File: config.mk
export PLATFORM = sky130hd
export DESIGN_NAME = dram_ctrl
export DESIGN_NICKNAME = d
export VERILOG_FILES = /design/src/rtl/dram_pkg.sv /design/src/rtl/dram_ctrl.sv
export SDC_FILE = /design/constraint.sdc
export NUM_CORES = 1
export LEC_CHECK = 0
export ABC_AREA = 1
export CAP_MARGIN = 40
export CORE_MARGIN = 2
export CORE_UTILIZATION = 42
export CTS_CLUSTER_DIAMETER = 200
export DETAILED_ROUTE_END_ITERATION = 7
export PLACE_DENSITY = 0.87
export SETUP_SLACK_MARGIN = 0.4
export SLEW_MARGIN = 20
export SYNTH_ARGS = -nofsm -noshare
export SYNTH_HDL_FRONTEND = slang
export SYNTH_SLANG_ARGS = --single-unit
File: constraint.sdc
create_clock -name clk -period 5.27 [get_ports clk]
set_clock_uncertainty 0.15 [all_clocks]
set_input_delay 1.3175 -clock clk [delete_from_list [all_inputs] [get_ports clk]]
set_output_delay 1.3175 -clock clk [all_outputs]
set_load 0.02 [all_outputs]
File: src/rtl/dram_pkg.sv
// Shared types for the DRAM pin-interface initiator: default widths, FSM states
// and the request captured at acceptance.
package dram_pkg;

  localparam int WORD_SIZE = 32;
  localparam int ADDR_SIZE = 11;

  typedef enum logic [2:0] {IDLE, ROW, ACT, COL, CAS, PRE} dram_state_e;

  // Field widths follow the package defaults above.
  typedef struct packed {
    logic                 we;
    logic [ADDR_SIZE-1:0] row;
    logic [ADDR_SIZE-1:0] col;
    logic [WORD_SIZE-1:0] wdata;
  } dram_req_t;

endpackage

File: src/rtl/dram_ctrl.sv
// Closed-page DRAM initiator: turns one valid/ready request into a
// row-strobe, column-strobe and precharge sequence on the DRAM pins.
//
// state | meaning
// IDLE  | ready for a request, all strobes high, chip deselected
// ROW   | chip selected, row address presented
// ACT   | RASn low, row held
// COL   | column address presented; write data and WEn driven for writes
// CAS   | CASn low for CAS_CYC cycles; read data sampled on the exit edge
// PRE   | precharge with all strobes high for PRE_CYC cycles
module dram_ctrl
  import dram_pkg::*;
#(
  parameter int WORD_SIZE = dram_pkg::WORD_SIZE,
  parameter int ADDR_SIZE = dram_pkg::ADDR_SIZE,
  parameter int CAS_CYC   = 2,
  parameter int PRE_CYC   = 1
) (
  input  logic                   clk,
  input  logic                   rst,
  input  logic                   req_valid,
  output logic                   req_ready,
  input  logic                   req_we,
  input  logic [2*ADDR_SIZE-1:0] req_addr,
  input  logic [WORD_SIZE-1:0]   req_wdata,
  output logic                   resp_valid,
  output logic [WORD_SIZE-1:0]   resp_rdata,
  output logic                   dram_csn,
  output logic                   dram_rasn,
  output logic                   dram_casn,
  output logic                   dram_wen,
  output logic [ADDR_SIZE-1:0]   dram_a,
  output logic [WORD_SIZE-1:0]   dram_d,
  input  logic [WORD_SIZE-1:0]   dram_q
);

  localparam int CNT_MAX = (CAS_CYC > PRE_CYC) ? CAS_CYC : PRE_CYC;
  localparam int CNT_W   = ($clog2(CNT_MAX) > 0) ? $clog2(CNT_MAX) : 1;

  dram_state_e          state, state_nxt;
  logic [CNT_W-1:0]     cnt, cnt_nxt;
  dram_req_t            req_q, req_nxt;

  logic                 ready_nxt, resp_valid_nxt;
  logic [WORD_SIZE-1:0] rdata_nxt, d_nxt;
  logic                 csn_nxt, rasn_nxt, casn_nxt, wen_nxt;
  logic [ADDR_SIZE-1:0] a_nxt;

  // Every pin is registered, so the output stage shares the state register.
  always_ff @(posedge clk or posedge rst) begin
    if (rst) begin
      state      <= IDLE;
      cnt        <= '0;
      req_q      <= '0;
      req_ready  <= 1'b1;
      resp_valid <= 1'b0;
      resp_rdata <= '0;
      dram_csn   <= 1'b1;
      dram_rasn  <= 1'b1;
      dram_casn  <= 1'b1;
      dram_wen   <= 1'b1;
      dram_a     <= '0;
      dram_d     <= '0;
    end else begin
      state      <= state_nxt;
      cnt        <= cnt_nxt;
      req_q      <= req_nxt;
      req_ready  <= ready_nxt;
      resp_valid <= resp_valid_nxt;
      resp_rdata <= rdata_nxt;
      dram_csn   <= csn_nxt;
      dram_rasn  <= rasn_nxt;
      dram_casn  <= casn_nxt;
      dram_wen   <= wen_nxt;
      dram_a     <= a_nxt;
      dram_d     <= d_nxt;
    end
  end

  always_comb begin
    state_nxt = state;
    cnt_nxt   = cnt;
    req_nxt   = req_q;
    case (state)
      IDLE: begin
        if (req_valid) begin
          state_nxt     = ROW;
          req_nxt.we    = req_we;
          req_nxt.row   = req_addr[2*ADDR_SIZE-1:ADDR_SIZE];
          req_nxt.col   = req_addr[ADDR_SIZE-1:0];
          req_nxt.wdata = req_wdata;
        end
      end
      ROW: state_nxt = ACT;
      ACT: state_nxt = COL;
      COL: begin
        state_nxt = CAS;
        cnt_nxt   = CNT_W'(CAS_CYC - 1);
      end
      CAS: begin
        if (cnt == '0) begin
          state_nxt = PRE;
          cnt_nxt   = CNT_W'(PRE_CYC - 1);
        end else begin
          cnt_nxt = cnt - 1'b1;
        end
      end
      PRE: begin
        if (cnt == '0) state_nxt = IDLE;
        else           cnt_nxt   = cnt - 1'b1;
      end
      default: state_nxt = IDLE;
    endcase
  end

  // Pin values for the cycle after the coming edge, derived from where the FSM is headed.
  always_comb begin
    ready_nxt      = (state_nxt == IDLE);
    csn_nxt        = (state_nxt == IDLE);
    rasn_nxt       = !(state_nxt inside {ACT, COL, CAS});
    casn_nxt       = (state_nxt != CAS);
    wen_nxt        = !(req_nxt.we && (state_nxt inside {COL, CAS}));
    d_nxt          = (req_nxt.we && (state_nxt inside {COL, CAS})) ? req_nxt.wdata : '0;
    resp_valid_nxt = (state == CAS) && (state_nxt == PRE);
    rdata_nxt      = resp_rdata;
    if ((state == CAS) && (state_nxt == PRE) && !req_q.we) rdata_nxt = dram_q;
    case (state_nxt)
      ROW, ACT: a_nxt = req_nxt.row;
      COL, CAS: a_nxt = req_nxt.col;
      default:  a_nxt = '0;
    endcase
  end

endmodule

==> summary.md, run 1 <==
| Metric | Value |
|---|---|
| WP data arrival | `3.27 ns` |
| Routed via count | `4,085` |
| Synthesis-to-layout area growth | `47.2%` |
| Gr usage total | `0.184` |
| Final setup vio count | `0` |
| Synth unique cells | `24` |
| Core Region | `12,500 sq um` |
| Pre-CTS setup slack | `1.72 ns` |
| Reg area | `3480 sq um` |
| Antenna Cells | `0` |
| CTS H-Tree Depth | `4` |
| Post-Synthesis Cells | `554` |
| Seq cells post-synth | `139` |
| CP Capture Type | `register` |
| Max_cap viols | `0` |
| Worst hold path class | `register to register` |
| Crit Path Category | `input pin to register` |
| Max Clk Rate | `320 MHz` |
| Worst VDD drop | `0.238 mV` |
| Post-synth top area share | `0.632` |
| # IOs | `171` |
| Clock transition at the registers of the reported paths | `0.06 ns` |
| Vias per cell | `4.51` |
| Remaining Overflow, GRT | `0` |
| Post-Route WL | `12,300 um` |
| Largest net degree at the start of global routing | `140` |
| Register area share after synthesis | `0.651` |
| Crit Path Max Fanout | `57` |
| Layout cells sized above 1 | `0.113` |
| Final period utilization | `0.594` |
| Final #Nets | `811` |
| DRC | `0` |
| Vias in the first global route | `3,972` |
| Placer Congestion | `0.749` |
| Clk root buf | `clkbuf_16` |
| Run status | `completed` |
| Syn nets | `644` |
| Post-CTS setup buffer count | `0` |
| Initial Utilization | `0.427` |
| CP most frequent cell | `nand2_1` |
| CTS tree | `built` |
| Tmin final | `3.13 ns` |
| Worst path cell trace | `clkdlybuf4s50_1, nand3_4, buf_4, o31ai_2, nand2_1, nand2_1` |
| Final cell count without fillers | `906` |
| Leak | `3.87 nW` |
| FF-to-FF setup slack | `2.71 ns` |
| WP depth | `6` |
| Critical path required time | `5.41 ns` |
| Yosys warning count | `0` |
| Crit-path leading delay family | `buffers and inverters` |
| Clk sink count | `139` |
| Worst-Margin Slew | `0.844 ns` |
| Hold Path Cell Cnt | `2` |
| Max_slew headroom | `0.434` |
| Largest area contributor in the synthesized netlist | `dfrtp_1` |
| Mapped Area | `5350 sq um` |
| Worst path slowest cell | `buf_4` |
| Critical path buffers and inverters | `2` |
| Initial DRC count | `231` |
| TritonCTS Buffers | `17` |
| Avg Cell Area, Syn | `9.66 sq um` |
| PortBufs | `170` |
| Area of the multi-input gates | `1370 sq um` |
| Cts hold-fix bufs | `0` |
| DRT antenna net count | `0` |
| HPWL after DPL | `8180 um` |
| Drt pass-1 iters | `4` |
| Synth top area cells | `dfrtp_1 (63%), nand2_1 (11%), inv_1 (6.2%), o21ai_0 (5.1%), nor2_2 (3.6%)` |
| Chip Height | `117 um` |
| First-pass GRT wire length | `19,100 um` |
| Post-CTS sizing | `0` |
| Worst Slack Setup Final | `2.14 ns` |
| Unrepaired setup endpoints after global routing | `false` |
| Pwr dens | `614 nW/um^2` |
| Filler instances | `1,031` |
| Final hold viol count | `0` |
| Placed cells | `874` |
| Reg2Reg Depth | `7` |
| Worst-case clock buffer depth | `2` |
| Startpoint types | `input pin` |
| Fin. max-slew vios | `0` |
| CP peak stage delay | `0.51 ns` |
| Die area | `13,700 sq um` |
| Setup TNS | `0 ns` |
| Initial antenna violation count | `0` |
| FP Rows | `41` |
| Latest clock arrival within the worst-skew pair | `0.40 ns` |
| Die X-Extent | `117 um` |
| Routed len/inst | `13.5 um` |
## power by group
part           internal, mW  leakage (nW)  switching [mW]
clock                 0.925         0.329           0.443
sequential             1.51          1.66           0.171
combinational         0.707          1.89            1.08
## logic make-up after synthesis
| logic type | count (synthesis) | share of synthesized area |
|---|---|---|
| AO/OA/AOI/OAI | 59 | 0.0566 |
| buffers and inverters | 120 | 0.0971 |
| flip-flops | 139 | 0.651 |
| AND/OR/NAND/NOR | 236 | 0.195 |
## tightest hold or removal path, stage by stage (launching register included)
cell     delay [ns]
dfrtp_1        0.34
nand2_1        0.05
nand2_1        0.05
## synth_stat cells
| library cell | count |
|---|---|
| dfstp_2 | 4 |
| clkbuf_1 | 6 |
| buf_2 | 13 |
| buf_4 | 2 |
| o31ai_1 | 1 |
| nand2_1 | 158 |
| nand3_2 | 1 |
| nor3_1 | 1 |
| nand2_2 | 2 |
| nand3_1 | 36 |
| nor2_2 | 31 |
| inv_1 | 89 |
| nand4_2 | 1 |
| a21oi_2 | 1 |
| a21oi_1 | 1 |
| nand2_4 | 1 |
| nor2_1 | 4 |
| a31oi_1 | 1 |
| clkinv_1 | 1 |
| o21ai_0 | 55 |
| dfrtp_1 | 135 |
| nor3_2 | 1 |
| buf_6 | 6 |
| inv_2 | 3 |
## per-stage QoR
step                hold slack, ns  cell area [sq um]  utilization  power (mW)
floorplan                    0.311               5350            -        2.80
global placement             0.303               7150        0.571        3.41
detailed placement           0.307               7190        0.574        3.49
CTS                          0.322               7880        0.629        4.88
global route                 0.340               7880        0.629        5.15
finish                       0.319               7880        0.629        4.83
## state kept, by name, indices dropped and copies added, names as in the netlist, 3 cells and up
signal,flops
dram_a,11
dram_d,32
resp_rdata,32
state,3
req_q,55
## cell type report
cell class,instances,share of cell area
inverter,93,0.0448
sequential,139,0.442
tap,172,0.0273
clock buffer,21,0.0597
timing repair buffer,175,0.225
clock inverter,11,0.0272
multi-input combinational,295,0.173
## per-layer routing
| layer | GRT usage | vias up | share of wire |
|---|---|---|---|
| met4 | 0.0682 | 0 | 0.014 |
| met2 | 0.314 | 123 | 0.50 |
| met5 | 0 | - | 0 |
| met1 | 0.217 | 1932 | 0.41 |
| met3 | 0.0618 | 18 | 0.075 |
| li1 | - | 2012 | - |
## final timing paths
check	start	to
hold / removal	resp_rdata[10]$_DFFE_PP0P_	resp_rdata[10]$_DFFE_PP0P_
min in group asynchronous	rst	req_q[7]$_DFF_PP0_
max in group asynchronous	rst	req_q[54]$_DFF_PP0_
hold reg to reg	resp_rdata[10]$_DFFE_PP0P_	resp_rdata[10]$_DFFE_PP0P_
setup reg to reg	state[1]$_DFF_PP0_	resp_rdata[21]$_DFFE_PP0P_
setup / recovery	req_valid	dram_a[8]$_DFF_PP0_
## layout by cell type, fill, tap and decap left out, types with 4 or more instances in the layout
cell type / count
clkdlybuf4s50_1: 170
nand2_1: 158
dfrtp_1: 135
inv_1: 88
o21ai_0: 55
nand3_1: 36
nor2_2: 31
clkbuf_16: 17
bufinv_16: 6
nor2_1: 4
dfstp_2: 4
No activity file was read; power rests on OpenSTA's default activity.
==> run 2: changes to the inputs <==
==> constraint.sdc (replaced) <==
create_clock -name clk -period 2.7 [get_ports clk]
set_clock_uncertainty 0.15 [all_clocks]
set_input_delay 0.675 -clock clk [delete_from_list [all_inputs] [get_ports clk]]
set_output_delay 0.675 -clock clk [all_outputs]
set_load 0.02 [all_outputs]
==> run 2 against run 1 <==
Against the previous run:
- global-route usage is 0.42 points higher
- core utilization hardly changed
- via count is 0.20% lower
- wire length is 0.42% higher
- critical path type is now register to output port
- largest power group unchanged
==> summary.md, run 2 (synthesis gave the netlist of run 1 again) <==
| Metric | Value |
|---|---|
| Max_cap viols | `0` |
| Worst path slowest cell | `clkdlybuf4s50_1` |
| HP Start | `resp_rdata[5]$_DFFE_PP0P_` |
| Max_slew headroom | `0.606` |
| Tmin final | `2.23 ns` |
| Startpoint types | `register` |
| Finished Cell Area | `7870 sq um` |
| Most frequent cells in the layout | `clkdlybuf4s50_1 (165), nand2_1 (158), dfrtp_1 (135)` |
| Critical path launch point | `resp_rdata[2]$_DFFE_PP0P_` |
| Worst-case clock buffer depth | `2` |
| Remaining Overflow, GRT | `0` |
| Total power | `9.33 mW` |
| Drt pass-1 iters | `4` |
| Most flops, register | `req_q` |
| Worst path cell trace | `clkdlybuf4s50_1` |
| Pre-CTS setup slack | `0.131 ns` |
| Routed len/inst | `13.5 um` |
| Initial DRC count | `277` |
| Hold_ws | `0.317 ns` |
| Antenna Cells | `0` |
| Vias in the first global route | `4,115` |
| Worst Slack Setup Final | `0.475 ns` |
| FP Rows | `41` |
| Synthesis-to-layout area growth | `47.2%` |
| Leak | `3.90 nW` |
| Final #Nets | `818` |
| WP data arrival | `1.40 ns` |
| Most common cell after layout, fill and taps aside | `clkdlybuf4s50_1` |
| Worst R2R Start | `req_q[54]$_DFF_PP0_` |
| CP peak stage delay | `0.63 ns` |
| Core Region | `12,500 sq um` |
| Largest net degree at the start of global routing | `74` |
| Post-Route WL | `12,300 um` |
| Latest clock arrival within the worst-skew pair | `0.41 ns` |
| Worst hold path class | `register to register` |
| PortBufs | `170` |
| Die X-Extent | `117 um` |
| Layout cells sized above 1 | `0.120` |
| Final hold viol count | `0` |
| CP Capture Type | `output port` |
| Final setup vio count | `0` |
| Unrepaired setup endpoints after global routing | `false` |
| CTS H-Tree Depth | `4` |
| Chip Height | `117 um` |
| Initial antenna violation count | `0` |
| Cts hold-fix bufs | `0` |
| First-pass GRT wire length | `19,400 um` |
| Crit Path Max Fanout | `2` |
| Clk sink count | `139` |
| Final period utilization | `0.824` |
| TritonCTS Buffers | `17` |
| Setup TNS | `0 ns` |
| Crit-path leading delay family | `buffers and inverters` |
| Placer Congestion | `0.793` |
| Worst-Margin Slew | `0.587 ns` |
| Max Clk Rate | `449 MHz` |
| DRC | `0` |
| Critical path required time | `1.88 ns` |
| Clock transition at the registers of the reported paths | `0.06 ns` |
| CTS tree | `built` |
| Run status | `completed` |
| Clk root buf | `clkbuf_16` |
| Pwr dens | `1180 nW/um^2` |
| # IOs | `171` |
| Crit Path Category | `register to output port` |
| Largest register FFs | `55` |
| Initial Utilization | `0.427` |
| Worst VDD drop | `0.531 mV` |
| Placed inst area | `7250 sq um` |
| Fin. max-slew vios | `0` |
| DRT antenna net count | `0` |
| Largest regs | `req_q x55, dram_d x32, resp_rdata x32` |
| Critical path buffers and inverters | `1` |
| Die area | `13,700 sq um` |
| HPWL after DPL | `8190 um` |
| Routed via count | `4,077` |
| Vias per cell | `4.47` |
| Gr usage total | `0.188` |
==> run 2: changes by cell type in the layout (fill, tap and decap cells not counted) <==
cell | before | now
clkinv_2 | 2 | 5
clkinvlp_4 | 3 | 2
bufinv_16 | 6 | 5
dlygate4sd2_1 | 0 | 5
clkdlybuf4s50_1 | 170 | 165
buf_12 | 1 | 3
clkinv_4 | 1 | 2
clkbuf_8 | 3 | 0
clkbuf_1 | 1 | 2
buf_4 | 1 | 9
buf_8 | 3 | 0
==> run 2: layout make-up <==
type | count | area, sq um
flip-flops and latches | 139 | 3480
well taps | 172 | 215
clock inverters | 13 | 200
repair buffers | 182 | 1820
multi-input cells | 295 | 1370
clock buffers | 19 | 433
fillers | 1036 | 4640
inverters | 93 | 353
==> run 2: where the power goes <==
part / internal, mW / total [mW] / switching (mW)
sequential: 2.95 / 3.29 / 0.338
combinational: 1.42 / 3.56 / 2.14
clock: 1.63 / 2.48 / 0.853
==> run 2: metal layers <==
layer	vias up	routed length, um	track usage
met5	-	0	0
met3	24	743	0.0551
li1	2022	-	-
met1	1908	5040	0.225
met4	0	251	0.0722
met2	123	6300	0.323
==> run 2: final timing paths <==
path	endpoint	slack, ns	cells past startpoint
max	resp_rdata[2]	0.47	1
min	resp_rdata[5]$_DFFE_PP0P_	0.32	2
max reg2reg	dram_d[5]$_DFF_PP0_	0.75	5
min reg2reg	resp_rdata[5]$_DFFE_PP0P_	0.32	2
max in group asynchronous	dram_wen$_DFF_PP1_	1.45	3
min in group asynchronous	dram_d[7]$_DFF_PP0_	0.59	3
==> run 2: metrics by stage <==
stage               std cells   util
floorplan                 554      -
global placement          880  0.578
detailed placement        881  0.579
CTS                       913  0.629
global route              913  0.629
finish                    913  0.629
==> run 2: what timing repair did <==
item / in CTS / in global routing
endpoints found under the setup margin: 5 / 0
setup buffers: 0 / 0
gates resized for setup: 5 / 0
